File: config.mk
export PLATFORM = sky130hd
export DESIGN_NAME = rs_stream_encoder
export DESIGN_NICKNAME = d
export VERILOG_FILES = /design/src/rtl/rs_pkg.sv /design/src/rtl/rs_stream_encoder_gf_const_mul.sv /design/src/rtl/rs_stream_encoder.sv
export SDC_FILE = /design/constraint.sdc
export NUM_CORES = 1
export LEC_CHECK = 0
export ABC_AREA = 1
export CORE_MARGIN = 1.5
export CORE_UTILIZATION = 40
export DETAILED_ROUTE_END_ITERATION = 16
export SLEW_MARGIN = 20
export SYNTH_ARGS = -nofsm -noshare
export SYNTH_HDL_FRONTEND = slang
export SYNTH_HIERARCHICAL = 1
export SYNTH_SLANG_ARGS = --single-unit
File: constraint.sdc
create_clock -name clk -period 1.47 [get_ports clk]
set_input_delay 0.294 -clock clk [delete_from_list [all_inputs] [get_ports clk]]
set_output_delay 0.294 -clock clk [all_outputs]
set_load 0.01 [all_outputs]
File: src/rtl/rs_pkg.sv
// Shared types and elaboration-time helpers for the streaming Reed-Solomon encoder.
package rs_pkg;

  localparam int unsigned EGF_ORDER = 4;
  localparam int unsigned EGF_POLY  = 32'h13;
  localparam int unsigned MAX_PAR   = 32;
  localparam int unsigned MAX_W     = 16;

  typedef logic [EGF_ORDER-1:0] symbol_t;
  typedef logic [MAX_PAR-1:0][MAX_W-1:0] coef_arr_t;
  typedef enum logic {MSG, PAR} state_t;

  // Field product; the field order is taken from the top set bit of poly.
  function automatic int unsigned gf_mul(input int unsigned a, input int unsigned b,
                                         input int unsigned poly);
    int unsigned order;
    int unsigned acc;
    int unsigned sh;
    order = 0;
    for (int unsigned k = 0; k < 32; k++) begin
      if (((poly >> k) & 1) != 0) order = k;
    end
    acc = 0;
    sh  = a;
    for (int unsigned k = 0; k < order; k++) begin
      if (((b >> k) & 1) != 0) acc = acc ^ sh;
      sh = sh << 1;
      if (((sh >> order) & 1) != 0) sh = sh ^ poly;
    end
    return acc;
  endfunction

  // Low-order coefficients of prod_{i<par_len} (x - alpha^i), alpha = 2.
  function automatic coef_arr_t gen_poly(input int unsigned par_len, input int unsigned poly);
    int unsigned g [MAX_PAR+1];
    int unsigned root;
    coef_arr_t   res;
    for (int unsigned k = 0; k <= MAX_PAR; k++) g[k] = 0;
    g[0] = 1;
    root = 1;
    for (int unsigned i = 0; i < par_len; i++) begin
      for (int unsigned j = i + 1; j > 0; j--) g[j] = g[j-1] ^ gf_mul(g[j], root, poly);
      g[0] = gf_mul(g[0], root, poly);
      root = gf_mul(root, 2, poly);
    end
    res = '0;
    for (int unsigned k = 0; k < par_len; k++) res[k] = MAX_W'(g[k]);
    return res;
  endfunction

endpackage

File: src/rtl/rs_stream_encoder_gf_const_mul.sv
// Combinational GF(2^W) multiply of a symbol by an elaboration-time constant.
module gf_const_mul #(
  parameter int unsigned W     = 4,
  parameter int unsigned POLY  = 32'h13,
  parameter int unsigned CONST = 1
) (
  input  logic [W-1:0] i_a,
  output logic [W-1:0] o_y_c
);

  logic [W-1:0] w_acc;
  logic [W-1:0] w_sh;

  // Shift-and-add over the constant's bits, reducing after every shift.
  always_comb begin
    w_acc = '0;
    w_sh  = i_a;
    for (int unsigned k = 0; k < W; k++) begin
      if (((CONST >> k) & 1) != 0) w_acc = w_acc ^ w_sh;
      w_sh = w_sh[W-1] ? ((w_sh << 1) ^ W'(POLY)) : (w_sh << 1);
    end
  end

  assign o_y_c = w_acc;

endmodule

File: src/rtl/rs_stream_encoder.sv
// Streaming systematic RS encoder: forwards MSG_LEN symbols, then appends PAR_LEN LFSR parity symbols.
module rs_stream_encoder #(
  parameter int unsigned EGF_ORDER = rs_pkg::EGF_ORDER,
  parameter int unsigned EGF_POLY  = rs_pkg::EGF_POLY,
  parameter int unsigned MSG_LEN   = 4,
  parameter int unsigned PAR_LEN   = 2
) (
  input  logic                 clk,
  input  logic                 rst,
  input  logic [EGF_ORDER-1:0] in_data,
  input  logic                 in_valid,
  output logic                 in_ready,
  output logic [EGF_ORDER-1:0] out_data,
  output logic                 out_valid,
  input  logic                 out_ready,
  output logic                 out_first,
  output logic                 out_last
);
  import rs_pkg::*;

  localparam int unsigned W   = EGF_ORDER;
  localparam int unsigned MCW = $clog2(MSG_LEN + 1);
  localparam int unsigned PCW = $clog2(PAR_LEN + 1);
  localparam coef_arr_t   G   = gen_poly(PAR_LEN, EGF_POLY);

  state_t                      r_state, w_state_nxt;
  logic [MCW-1:0]              r_msg_cnt, w_msg_cnt_nxt;
  logic [PCW-1:0]              r_par_cnt, w_par_cnt_nxt;
  logic [PAR_LEN-1:0][W-1:0]   r_par, w_par_nxt;
  logic [PAR_LEN-1:0][W-1:0]   w_prod, w_upd, w_shift;
  logic [W-1:0]                r_out_data, w_out_data_nxt;
  logic                        r_out_valid, w_out_valid_nxt;
  logic                        r_out_first, w_out_first_nxt;
  logic                        r_out_last, w_out_last_nxt;
  logic [W-1:0]                w_fb;
  logic                        w_free;
  logic                        w_in_xfer;

  assign w_fb = in_data ^ r_par[PAR_LEN-1];

  // Feedback taps: one constant multiplier per generator coefficient.
  for (genvar gi = 0; gi < PAR_LEN; gi++) begin : g_tap
    gf_const_mul #(.W(W), .POLY(EGF_POLY), .CONST(32'(G[gi]))) u_mul (
      .i_a  (w_fb),
      .o_y_c(w_prod[gi])
    );
    if (gi == 0) begin : g_lo
      assign w_upd[gi]   = w_prod[gi];
      assign w_shift[gi] = '0;
    end else begin : g_hi
      assign w_upd[gi]   = r_par[gi-1] ^ w_prod[gi];
      assign w_shift[gi] = r_par[gi-1];
    end
  end

  assign w_free    = !r_out_valid || out_ready;
  assign in_ready  = (r_state == MSG) && w_free;
  assign w_in_xfer = in_valid && in_ready;

  always_comb begin
    w_state_nxt     = r_state;
    w_msg_cnt_nxt   = r_msg_cnt;
    w_par_cnt_nxt   = r_par_cnt;
    w_par_nxt       = r_par;
    w_out_data_nxt  = r_out_data;
    w_out_valid_nxt = r_out_valid && !out_ready;
    w_out_first_nxt = r_out_first;
    w_out_last_nxt  = r_out_last;
    case (r_state)
      MSG: begin
        if (w_in_xfer) begin
          w_out_data_nxt  = in_data;
          w_out_valid_nxt = 1'b1;
          w_out_first_nxt = (r_msg_cnt == '0);
          w_out_last_nxt  = 1'b0;
          w_par_nxt       = w_upd;
          if (r_msg_cnt == MCW'(MSG_LEN - 1)) begin
            w_state_nxt   = PAR;
            w_msg_cnt_nxt = '0;
          end else begin
            w_msg_cnt_nxt = r_msg_cnt + MCW'(1);
          end
        end
      end
      PAR: begin
        if (w_free) begin
          w_out_data_nxt  = r_par[PAR_LEN-1];
          w_out_valid_nxt = 1'b1;
          w_out_first_nxt = 1'b0;
          w_out_last_nxt  = (r_par_cnt == PCW'(PAR_LEN - 1));
          w_par_nxt       = w_shift;
          if (r_par_cnt == PCW'(PAR_LEN - 1)) begin
            w_state_nxt   = MSG;
            w_par_cnt_nxt = '0;
          end else begin
            w_par_cnt_nxt = r_par_cnt + PCW'(1);
          end
        end
      end
      default: w_state_nxt = MSG;
    endcase
  end

  always_ff @(posedge clk) begin
    if (rst) begin
      r_state     <= MSG;
      r_msg_cnt   <= '0;
      r_par_cnt   <= '0;
      r_par       <= '0;
      r_out_data  <= '0;
      r_out_valid <= 1'b0;
      r_out_first <= 1'b0;
      r_out_last  <= 1'b0;
    end else begin
      r_state     <= w_state_nxt;
      r_msg_cnt   <= w_msg_cnt_nxt;
      r_par_cnt   <= w_par_cnt_nxt;
      r_par       <= w_par_nxt;
      r_out_data  <= w_out_data_nxt;
      r_out_valid <= w_out_valid_nxt;
      r_out_first <= w_out_first_nxt;
      r_out_last  <= w_out_last_nxt;
    end
  end

  assign out_data  = r_out_data;
  assign out_valid = r_out_valid;
  assign out_first = r_out_first;
  assign out_last  = r_out_last;

endmodule

Word-level counts from Yosys, hierarchy flattened
Index checks and enable logic that the tools add are counted.
{ "totals": {"in_bits": 8, "ff_bits": 21, "mem_count": 0, "ramBits": 0, "out_inout_bits": 8, "romBits": 0, "latchBits": 0} }
{ "classes": {"shifts": 0, "muxes": 23, "div": 0, "order_cmp": 0, "bitwise_logic": 5, "add_sub_neg": 2, "eq_ne": 4, "n_reduce_logical": 10, "mul": 0} }
{ "ops": {"columns": ["op", "n"], "rows": [
  ["$mux W8", 2],
  ["$pmux W8 S2", 1],
  ["$xor A4 B4 Y4", 3],
  ["$mux W1", 10],
  ["$mux W4", 2],
  ["$pmux W1 S2", 4],
  ["$pmux W4 S2", 1],
  ["$reduce_and A2 Y1", 3],
  ["$mux W2", 2],
  ["$add A3 B1 Y3 const B", 1],
  ["$eq A3 B2 Y1 const B", 1],
  ["$logic_and A1 B1 Y1", 3],
  ["$logic_not A3 Y1", 1],
  ["$mux W3", 1],
  ["$add A2 B1 Y2 const B", 1],
  ["$eq A2 B1 Y1 const B", 1],
  ["$logic_not A1 Y1", 2],
  ["$ne A2 B1 Y1 const B", 1],
  ["$ne A2 B2 Y1 const B", 1],
  ["$not A2 Y2", 1],
  ["$logic_or A1 B1 Y1", 1],
  ["$not A1 Y1", 1]
]} }

Longest topological paths before layout
Gate-level depths: netlist of the first run.
{ "depth": {"word_depth": 7, "depth_mapped": 9} }

By module
The synthesis of the first run kept the hierarchy.
{ "by_module_without_submodules": {"columns": ["module", "n_inst", "seq_area_each_um2", "area_per_inst_um2", "cells_per_inst"], "rows": [
  ["rs_stream_encoder", 1, 420.4, 1076.0, 159],
  ["gf_const_mul at g_tap[1].u_mul", 1, 0.0, 63.8, 13],
  ["gf_const_mul at g_tap[0].u_mul", 1, 0.0, 41.3, 8]
]} }

Worst setup path after synthesis of the first run
Ideal clock, no wire load.
{ "synth_timing": {"kind": "reg2reg", "from": "reg r_par[7] in the netlist's numbering", "to": "reg r_par[5] in the netlist's numbering", "path_slack_ns": 0.136, "required_time_ns": 1.356, "path_stages_with_launch": 9, "arrival_ns": 1.220, "setup_ns": 0.114, "n_path_buf": 0, "cell_sequence": "dfxtp_1 xor2_1 inv_2 nand2_2 nand3_1 nand2_1 nand3_1 a21oi_1 nor2_1"} }
{ "synth_lines": {"columns": ["element", "line_no", "rtl"], "rows": [
  ["start: declaration", "rs_stream_encoder.sv:29", "logic [PAR_LEN-1:0][W-1:0] r_par, w_par_nxt;"],
  ["start signal: assignment", "rs_stream_encoder.sv:118", "r_par <= w_par_nxt;"]
]} }

==> flow_summary_export.csv, run 1 <==
group,metric,value,unit
run_status,run_status,"complete, no violations",
synth,syn-instance-count,180,
cts,tritoncts_num_sinks,21,
synth,synth.lib_cells_used.distinct,19,
min_path,holdCritPathClass,"input pin to flip-flop",
worst_setup_path,worst-path-buf-inv,2,
floorplan,fp.dieArea,3290,µm²
routing,drc_violation_count_after_routing,0,
floorplan,die_height,57.3,µm
sta,worst_clock_skew,3.84,ps
place,portBuffers,15,
final_layout,antenna-diode-count,0,
final_layout,num-fill-cells,289,
final_layout,post-route-util,51.7,%
sta,slew_headroom,60.5,%
worst_setup_path,arrival,1610,ps
place,dpl.cell_count,231,
final_layout,final_instance_count_without_filler_cells,235,
global_route,track_usage,16.5,%
global_route,grt_pass1_vias,1051,
cts,cts_setup_buffers,0,
power,fin_total_pwr,1370,µW
global_route,grt_antenna_before_repair,0,
flow_run,drv_cap,0,
sta,setup_viol_count_final,0,
floorplan,design.core.area,2780,µm²
cts,ctsHtreeMaxLevel,1,
worst_setup_path,timing.setup.critical_path_class,"input pin to flip-flop",
place,place_area,1410,µm²
final_layout,mostFrequentLayoutCell,"sky130_fd_sc_hd__nand2_1",
routing,finalWirelength,2340,µm
power,power-per-cell-area,952,nW/µm²
cts,numCtsBuffers,3,
worst_setup_path,cp_max_fo,3,
routing,viasPerCell,4.75,
worst_setup_path,worstPathCellList,"clkdlybuf4s50_1 > xor2_1 > buf_4 > xor2_1 > nand3_1 > a21oi_1 > nor2_1",
worst_setup_path,cp_common_cell,"sky130_fd_sc_hd__xor2_1",
sta,final_critical_path_time_including_i_o_delays_and_setup,1400,ps
sta,final_hold_viol_count,0,
final_layout,regArea,422,µm²
sta,timing.final.crit_share,95.2,%
worst_setup_path,max_stage_delay,490,ps
place,place_congestion,0.798,
sta,fmax,0.714,GHz
floorplan,num_io_pins,16,
routing,drt_first_pass_iters,4,
final_layout,post-route-cell-area,1440,µm²
final_layout,multi_input_area,584,µm²
worst_setup_path,worst_path_dominant_cell_family,"buffers and inverters",
synth,synth_top_cells_by_area,"sky130_fd_sc_hd__dfxtp_1 (36%), sky130_fd_sc_hd__nand2_1 (18%), sky130_fd_sc_hd__inv_1 (8.3%), sky130_fd_sc_hd__nor2_1 (6.7%), sky130_fd_sc_hd__a21oi_1 (5.5%)",
final_layout,commonest_non_fill_non_tap_cells_in_the_layout,"sky130_fd_sc_hd__nand2_1 (56), sky130_fd_sc_hd__inv_1 (26), sky130_fd_sc_hd__nor2_1 (21)",
worst_setup_path,setup.worst_path.end_class,"flip-flop",
place,dpl.hpwl,1730,µm
synth,synth-warning-count,6,
worst_setup_path,worstSetupStartpointType,"input pin",
final_layout,area_growth_syn_to_layout,21.8,%
final_layout,final_layout_size_suffix_gt1_share,12.7,%
floorplan,chipWidth,57.3,µm
routing,first_iter_violations,50,
floorplan,initial_util,42.5,%
global_route,grt_pass1_wl,4290,µm
sta,grt_setup_unrepaired,"true",
power,vdd_drop_max,0.538,mV
cts,ctsLongestPathBuffers,2,
synth,synth_top_cell_by_area,"sky130_fd_sc_hd__dfxtp_1",
global_route,grt_start_max_net_pins,25,
cts,clk-insertion-delay-late,300,ps
worst_setup_path,crit_path_top_delay_cell,"sky130_fd_sc_hd__clkdlybuf4s50_1",
sta,setup-tns-final,0,ps
synth,synth_area,1180,µm²
synth,synthesis.nets,190,
synth,synth_top_area_share,35.6,%
synth,synth_sequential_area_ratio,35.6,%
cts,tritoncts,"done",
global_route,global_route.overflow_total,0,
sta,finalMaxSlewViolations,0,
routing,routedWlPerCell,9.95,µm
sta,worst-slew-pin-transition,590,ps
floorplan,placementRows,19,
synth,ys_ff_latch,21,
worst_setup_path,worstPathRequired,1680,ps
routing,detailroute.via_count,1116,
cts,cts.root.buffer_cell,"sky130_fd_sc_hd__clkbuf_4",
routing,drt.antenna.violating_nets,0,
synth,postSynthAreaPerCell,6.56,µm²
final_layout,nets,215,
power,static-leakage-power,0.000762,µW
cts,cts.reportedPaths.clkPinSlew,120,ps
per-layer routing:
layer  GRT usage (%)  part of all wire (%)  routed length [µm]  up-vias
met5               0                     0                   0        -
met3            2.72                   2.9                  68        4
met2            29.1                    50                1170       13
met1            20.5                    46                1080      505
met4            4.98                  0.98                  23        0
li1                -                     -                   -      594
power breakdown:
group          total, µW  internal (µW)  switching, µW
Combinational        443            204            239
Sequential           646            618           27.8
Clock                282            106            176
layout make-up:
cell class	instances	share of cell area [%]
inverter	29	7.57
timing repair buffer	29	18.0
multi-input combinational	121	40.6
sequential	21	29.3
tap	31	2.70
clock buffer	4	1.83
registers in the layout, summed over array words and instances (netlist names):
signal	cells
r_par	8
out_first	1
out_last	1
out_data	4
r_msg_cnt	3
r_state	1
out_valid	1
r_par_cnt	2
synthesized netlist by cell type:
cell                        n
sky130_fd_sc_hd__nor2_1    21
sky130_fd_sc_hd__a21oi_1   13
sky130_fd_sc_hd__o21ai_4    1
sky130_fd_sc_hd__xor2_1     6
sky130_fd_sc_hd__nand4_1    6
sky130_fd_sc_hd__nand2_4    1
sky130_fd_sc_hd__nand3_1    9
sky130_fd_sc_hd__dfxtp_1   21
sky130_fd_sc_hd__clkbuf_1   1
sky130_fd_sc_hd__ha_1       2
sky130_fd_sc_hd__inv_1     26
sky130_fd_sc_hd__clkinv_1   1
sky130_fd_sc_hd__nand2_2    1
sky130_fd_sc_hd__buf_6      4
sky130_fd_sc_hd__o21ai_1    4
sky130_fd_sc_hd__inv_2      2
sky130_fd_sc_hd__nand2_1   56
sky130_fd_sc_hd__buf_4      4
sky130_fd_sc_hd__o21ai_0    1
timing repair:
item,CTS,global route
pin swaps,0,4
setup endpoints to repair,8,5
hold buffers,0,0
gates resized for setup,12,4
metrics by stage:
| step | worst slack [ps] | hold WS [ps] |
|---|---|---|
| after floorplan | 136 | 409 |
| after global placement | -369 | 417 |
| after detailed placement | -362 | 421 |
| after CTS | 1.87 | 439 |
| after global routing | -1.01 | 444 |
| final | 70.4 | 377 |
worst paths after layout:
| path | from | endpoint | slack [ps] | cells past startpoint |
|---|---|---|---|---|
| max | in_data[2] | r_par[6] | 70 | 7 |
| min | in_data[3] | out_data[3] | 380 | 5 |
| min reg2reg | r_par_cnt[1] | r_par_cnt[1] | 440 | 2 |
| max reg2reg | r_par[7] | r_par[5] | 150 | 9 |
logic make-up (layout without fill, tap and decap cells):
logic type	Yosys count	count (layout)	share of synthesized area, %
buffers and inverters	38	62	15.9
XOR/XNOR	6	6	4.45
AND/OR/NAND/NOR	94	94	32.9
AO/OA/AOI/OAI	19	19	9.00
adder cells (fa/ha/maj)	2	2	2.12
flip-flops	21	21	35.6
worst reg2reg max path, cell delays in order, from the launching register on:
cell and delay, ps:
sky130_fd_sc_hd__dfxtp_2 350, sky130_fd_sc_hd__xor2_1 180, sky130_fd_sc_hd__buf_4 170, sky130_fd_sc_hd__nand2_1 70, sky130_fd_sc_hd__nand3_1 80, sky130_fd_sc_hd__nand2_1 70, sky130_fd_sc_hd__nand2_1 70, sky130_fd_sc_hd__nand2_1 50
sky130_fd_sc_hd__a21oi_1 140, sky130_fd_sc_hd__nor2_1 50
Power figures use the tool's default switching activity.
==> inputs of run 2 (changes only) <==
--- a/config.mk
+++ b/config.mk
@@ -9,6 +9,7 @@
 export CORE_MARGIN = 1.5
 export CORE_UTILIZATION = 40
 export DETAILED_ROUTE_END_ITERATION = 16
+export PLACE_DENSITY = 0.71
 export SLEW_MARGIN = 20
 export SYNTH_ARGS = -nofsm -noshare
 export SYNTH_HDL_FRONTEND = slang
==> run 2 against run 1 <==
Effect of this change: sequential cell count unchanged; worst setup slack got worse by 7.5 ps; clock-buffer cell count down 1; hold slack improved by 4.6 ps; global-route usage decreased by 1.8 points; non-clock buffer count rose by 1; critical endpoint unchanged.
==> flow_summary_export.csv, run 2 (same netlist as run 1, synthesis figures left out) <==
group,metric,value,unit
cts,cts.root.buffer_cell,"sky130_fd_sc_hd__clkbuf_4",
cts,cts.reportedPaths.clkPinSlew,120,ps
final_layout,final_layout_size_suffix_gt1_share,15.5,%
final_layout,registers.top_by_ff_count,"r_par",
power,power_switching_share,33.3,%
place,place_congestion,0.746,
global_route,busiest_layer,"met2",
floorplan,design.core.area,2780,µm²
routing,drt.antenna.violating_nets,0,
routing,viasPerCell,4.58,
power,power-per-cell-area,958,nW/µm²
routing,drc_violation_count_after_routing,0,
worst_setup_path,setup.worst_path.end_class,"flip-flop",
worst_setup_path,timing.setup.critical_path_class,"input pin to flip-flop",
worst_setup_path,worstSetupStartpointType,"input pin",
global_route,global_route.usage.met1,19.8,%
cts,ctsHoldBuffers,0,
min_path,holdCritPathClass,"input pin to flip-flop",
run_status,run_status,"complete, no violations",
sta,setup-tns-final,0,ps
place,placement.setup.worst_slack,-353,ps
sta,fmax,0.711,GHz
floorplan,die_height,57.3,µm
final_layout,nets,217,
cts,ctsLongestPathBuffers,2,
routing,detailroute.via_count,1085,
sta,worst_clock_skew,2.34,ps
final_layout,post-route-cell-area,1460,µm²
cts,cts_setup_buffers,0,
routing,routedWlPerCell,9.90,µm
cts,numCtsBuffers,3,
power,fin_total_pwr,1400,µW
power,p_switching,465,µW
sta,finalMaxSlewViolations,0,
power,p_clk_share,20.2,%
global_route,grt_pass1_wl,3860,µm
sta,final_hold_viol_count,0,
sta,final_critical_path_time_including_i_o_delays_and_setup,1410,ps
worst_setup_path,cp_max_fo,4,
power,part_of_the_power_in_registers,46.4,%
floorplan,num_io_pins,16,
final_layout,commonest_non_fill_non_tap_cells_in_the_layout,"sky130_fd_sc_hd__nand2_1 (55), sky130_fd_sc_hd__inv_1 (26), sky130_fd_sc_hd__nor2_1 (21), sky130_fd_sc_hd__dfxtp_1 (21), sky130_fd_sc_hd__buf_4 (15)",
cts,tritoncts,"done",
global_route,global_route.overflow_total,0,
worst_setup_path,arrival,1620,ps
place,place_area,1400,µm²
place,dpl.cell_count,232,
global_route,grt_pass1_vias,924,
power,static-leakage-power,0.000766,µW
cts,tritoncts_num_sinks,21,
sta,slew_headroom,61.7,%
place,dpl.hpwl,1590,µm
floorplan,initial_util,42.5,%
final_layout,final_instance_count_without_filler_cells,237,
cts,ctsHtreeMaxLevel,1,
global_route,grt_start_max_net_pins,25,
flow_run,drv_cap,0,
routing,first_iter_violations,30,
final_layout,largest_register_ffs,8,
routing,finalWirelength,2350,µm
global_route,grt_antenna_before_repair,0,
sta,grt_setup_unrepaired,"false",
floorplan,fp.dieArea,3290,µm²
floorplan,placementRows,19,
power,power_frac_comb,33.4,%
sta,worst-slew-pin-transition,574,ps
global_route,track_usage,14.7,%
sta,final_critical_path_setup_slack,62.9,ps
final_layout,area_growth_syn_to_layout,23.4,%
floorplan,chipWidth,57.3,µm
global_route,globalRouteMet3Util,4.08,%
final_layout,mostFrequentLayoutCell,"sky130_fd_sc_hd__nand2_1",
place,portBuffers,15,
power,vdd_drop_max,0.712,mV
power,cell_internal_pwr,932,µW
sta,setup_viol_count_final,0,
cts,clk-insertion-delay-late,310,ps
sta,timing.final.crit_share,95.7,%
final_layout,antenna-diode-count,0,
global_route,gr-usage-met2,23.4,%
routing,drt_first_pass_iters,4,
worst_setup_path,worstPathRequired,1680,ps
[run 2: final cells by class]
class	instances	area (µm²)
fillers	285	1320
multi-input cells	122	608
flip-flops and latches	21	420
repair buffers	30	254
inverters	29	109
well taps	31	38.8
clock buffers	3	22.5
clock inverters	1	5.00
[run 2: power by group through the flow]
stage	Clock (µW)	Combinational (µW)	Sequential (µW)
2_1_floorplan	0	308	663
3_3_place_gp	0	445	656
3_5_place_dp	0	454	659
4_1_cts	297	446	646
5_1_grt	312	530	653
6_report	282	466	647
[run 2: worst max-delay path, stage by stage]
cell	delay [ps]
sky130_fd_sc_hd__clkdlybuf4s50_1	500
sky130_fd_sc_hd__xor2_1	160
sky130_fd_sc_hd__buf_4	150
sky130_fd_sc_hd__xor2_1	190
sky130_fd_sc_hd__nand3_1	120
sky130_fd_sc_hd__a21oi_2	150
sky130_fd_sc_hd__nor2_1	60
[run 2: routing by layer]
| metal | routed length (µm) | part of all wire (%) | vias up |
|---|---|---|---|
| li1 | - | - | 601 |
| met1 | 1200 | 51 | 468 |
| met2 | 1060 | 45 | 14 |
| met3 | 75 | 3.2 | 2 |
| met4 | 12 | 0.51 | 0 |
| met5 | 0 | 0 | - |
[run 2: path summary, 6_finish.rpt]
| path | start | end | slack [ps] | depth (start not counted) |
|---|---|---|---|---|
| worst max-delay path | in_data[1] | r_par[6] | 60 | 7 |
| worst min register to register | r_par_cnt[1] | r_par_cnt[1] | 440 | 2 |
| worst max register to register | r_par[7] | r_par[5] | 130 | 9 |
| worst min-delay path | in_data[3] | out_data[3] | 380 | 5 |
[run 2: stage by stage]
stage	hold slack, ps	util, %
after floorplan	409	-
after global placement	419	50.5
after detailed placement	423	50.5
after CTS	441	51.1
final	381	52.4
after global routing	429	52.4
[run 2: timing repair]
action,CTS,global route
endpoints found under the setup margin,8,5
gates cloned,0,1
hold endpoints to repair,0,0
gates resized for setup,12,7
pin swaps,0,4
==> inputs of run 3 (changes only) <==
--- a/config.mk
+++ b/config.mk
@@ -6,10 +6,12 @@
 export NUM_CORES = 1
 export LEC_CHECK = 0
 export ABC_AREA = 1
+export CELL_PAD_IN_SITES_DETAIL_PLACEMENT = 1
+export CELL_PAD_IN_SITES_GLOBAL_PLACEMENT = 2
 export CORE_MARGIN = 1.5
-export CORE_UTILIZATION = 40
+export CORE_UTILIZATION = 29
 export DETAILED_ROUTE_END_ITERATION = 16
-export PLACE_DENSITY = 0.71
+export PLACE_DENSITY = 0.88
 export SLEW_MARGIN = 20
 export SYNTH_ARGS = -nofsm -noshare
 export SYNTH_HDL_FRONTEND = slang
==> run 3 against run 2 <==
Effect of this change: sequential power about the same; global-route usage decreased by 0.52 points; hold slack improved by 51 ps; clock skew increased by 5.5 ps; first-iteration DRC count increased by 77%; final cell count increased by 9.7%; sequential cell count unchanged; cell area increased by 8.0%; routed wire length increased by 18%; utilization decreased by 13 points; largest power group unchanged.
==> flow_summary_export.csv, run 3 (same netlist as run 1, synthesis figures left out) <==
group,metric,value,unit
run_status,run_status,"complete, no violations",
routing,met3_wirelength,98,µm
flow_run,drv_cap,0,
floorplan,design.core.area,3970,µm²
worst_setup_path,arrival,1130,ps
routing,drt_first_pass_iters,4,
worst_setup_path,worst_path_dominant_cell_family,"buffers and inverters",
sta,final_critical_path_setup_slack,49.4,ps
final_layout,registers.top_by_ff_count,"r_par",
routing,metal1_wirelength,1250,µm
place,dpl.hpwl,2000,µm
cts,cts.root.buffer_cell,"sky130_fd_sc_hd__clkbuf_8",
global_route,grt_pass1_vias,1149,
final_layout,largest_register_ffs,8,
place,portBuffers,15,
worst_setup_path,setup.worst_path.end_class,"output port",
sta,worst-slew-pin-transition,412,ps
worst_setup_path,crit_path_top_delay_cell,"sky130_fd_sc_hd__clkdlybuf4s50_1",
final_layout,final_layout_size_suffix_gt1_share,17.6,%
sta,finalMaxSlewViolations,0,
final_layout,post-route-cell-area,1570,µm²
floorplan,initial_util,29.7,%
final_layout,mostFrequentLayoutCell,"sky130_fd_sc_hd__nand2_1",
routing,drc_violation_count_after_routing,0,
global_route,grt_antenna_before_repair,0,
cts,tritoncts_num_sinks,21,
sta,setup_viol_count_final,0,
sta,slew_headroom,72.5,%
worst_setup_path,worstPathCellList,"clkdlybuf4s50_1",
worst_setup_path,worstPathRequired,1180,ps
routing,detailroute.via_count,1166,
cts,ctsHtreeMaxLevel,1,
sta,final_hold_viol_count,0,
place,place_area,1460,µm²
global_route,grt_pass1_wl,4760,µm
worst_setup_path,worst-path-buf-inv,1,
sta,timing.final.crit_share,96.6,%
place,place_congestion,0.785,
routing,viasPerCell,4.48,
routing,top_layer,"met4",
final_layout,nets,221,
power,static-leakage-power,0.000833,µW
sta,grt_setup_unrepaired,"true",
final_layout,area_growth_syn_to_layout,33.3,%
floorplan,chipWidth,66.8,µm
cts,numCtsBuffers,3,
sta,worst_clock_skew,7.84,ps
cts,cts.reportedPaths.clkPinSlew,80,ps
worst_setup_path,worstSetupStartpointType,"flip-flop",
sta,setup-tns-final,0,ps
worst_setup_path,cp_max_fo,2,
sta,final_critical_path_time_including_i_o_delays_and_setup,1420,ps
floorplan,fp.dieArea,4460,µm²
final_layout,commonest_non_fill_non_tap_cells_in_the_layout,"sky130_fd_sc_hd__nand2_1 (56), sky130_fd_sc_hd__inv_1 (26), sky130_fd_sc_hd__nor2_1 (21), sky130_fd_sc_hd__dfxtp_1 (21), sky130_fd_sc_hd__buf_4 (19)",
place,placement.setup.worst_slack,-349,ps
global_route,grt_start_max_net_pins,25,
sta,fmax,0.704,GHz
routing,finalWirelength,2780,µm
power,vdd_drop_max,0.443,mV
final_layout,antenna-diode-count,0,
routing,routedWlPerCell,10.7,µm
routing,first_iter_violations,53,
global_route,global_route.overflow_total,0,
floorplan,num_io_pins,16,
cts,tritoncts,"done",
routing,dr_wl_met2,1390,µm
floorplan,die_height,66.8,µm
floorplan,placementRows,23,
global_route,track_usage,14.2,%
cts,ctsLongestPathBuffers,2,
worst_setup_path,timing.setup.critical_path_class,"flip-flop to output port",
cts,clk-insertion-delay-late,260,ps
min_path,holdCritPathClass,"flip-flop to flip-flop",
worst_setup_path,max_stage_delay,530,ps
routing,drt.antenna.violating_nets,0,
power,power-per-cell-area,994,nW/µm²
[run 3: changes by cell type in the layout (fill, tap and decap cells not counted), sizes merged]
cell           delta
buf               +5
dlygate4sd2       -4
dlymetal6s2s      +3
clkdlybuf4s50     +1
o21ai             -1
[run 3: final timing paths]
kind	start	endpoint	slack (ps)	cells past startpoint
min reg2reg	r_par_cnt[1]	r_par_cnt[1]	430	2
min	r_par_cnt[1]	r_par_cnt[1]	430	2
max reg2reg	r_state	r_msg_cnt[2]	140	5
max	out_data[0]	out_data[0]	50	1
[run 3: report_power, final]
group	switching (µW)	internal, µW	total [µW]
registers	29.0	617	646
clock network	197	189	386
logic	281	252	533
total	507	1060	1570
[run 3: metal layers]
layer	global-route usage (%)	vias up
met5	0	-
met1	15.7	542
li1	-	603
met2	25.6	17
met3	4.22	4
met4	4.59	0
[run 3: area by class of cell]
cell class / count / area [µm²]
Tap cell: 50 / 62.6
Clock buffer: 3 / 41.3
Inverter: 29 / 109
Multi-Input combinational cell: 121 / 619
Fill cell: 517 / 2400
Sequential cell: 21 / 420
Clock inverter: 1 / 5.00
Timing Repair Buffer: 35 / 317
[run 3: metrics by stage]
| stage | utilization [%] | std cells | power (µW) | hold slack [ps] |
|---|---|---|---|---|
| finish | 39.6 | 260 | 1570 | 432 |
| CTS | 38.1 | 258 | 1540 | 436 |
| floorplan | - | 180 | 972 | 409 |
| global route | 39.6 | 260 | 1700 | 480 |
| global placement | 36.8 | 254 | 1130 | 420 |
| detailed placement | 36.8 | 254 | 1140 | 423 |
[run 3: timing repair]
action                     4_1_cts  5_1_grt
setup endpoints to repair        4        6
gates resized for setup          9       11
pin swaps                        2        5
setup buffers                    0        2
hold buffers                     0        0
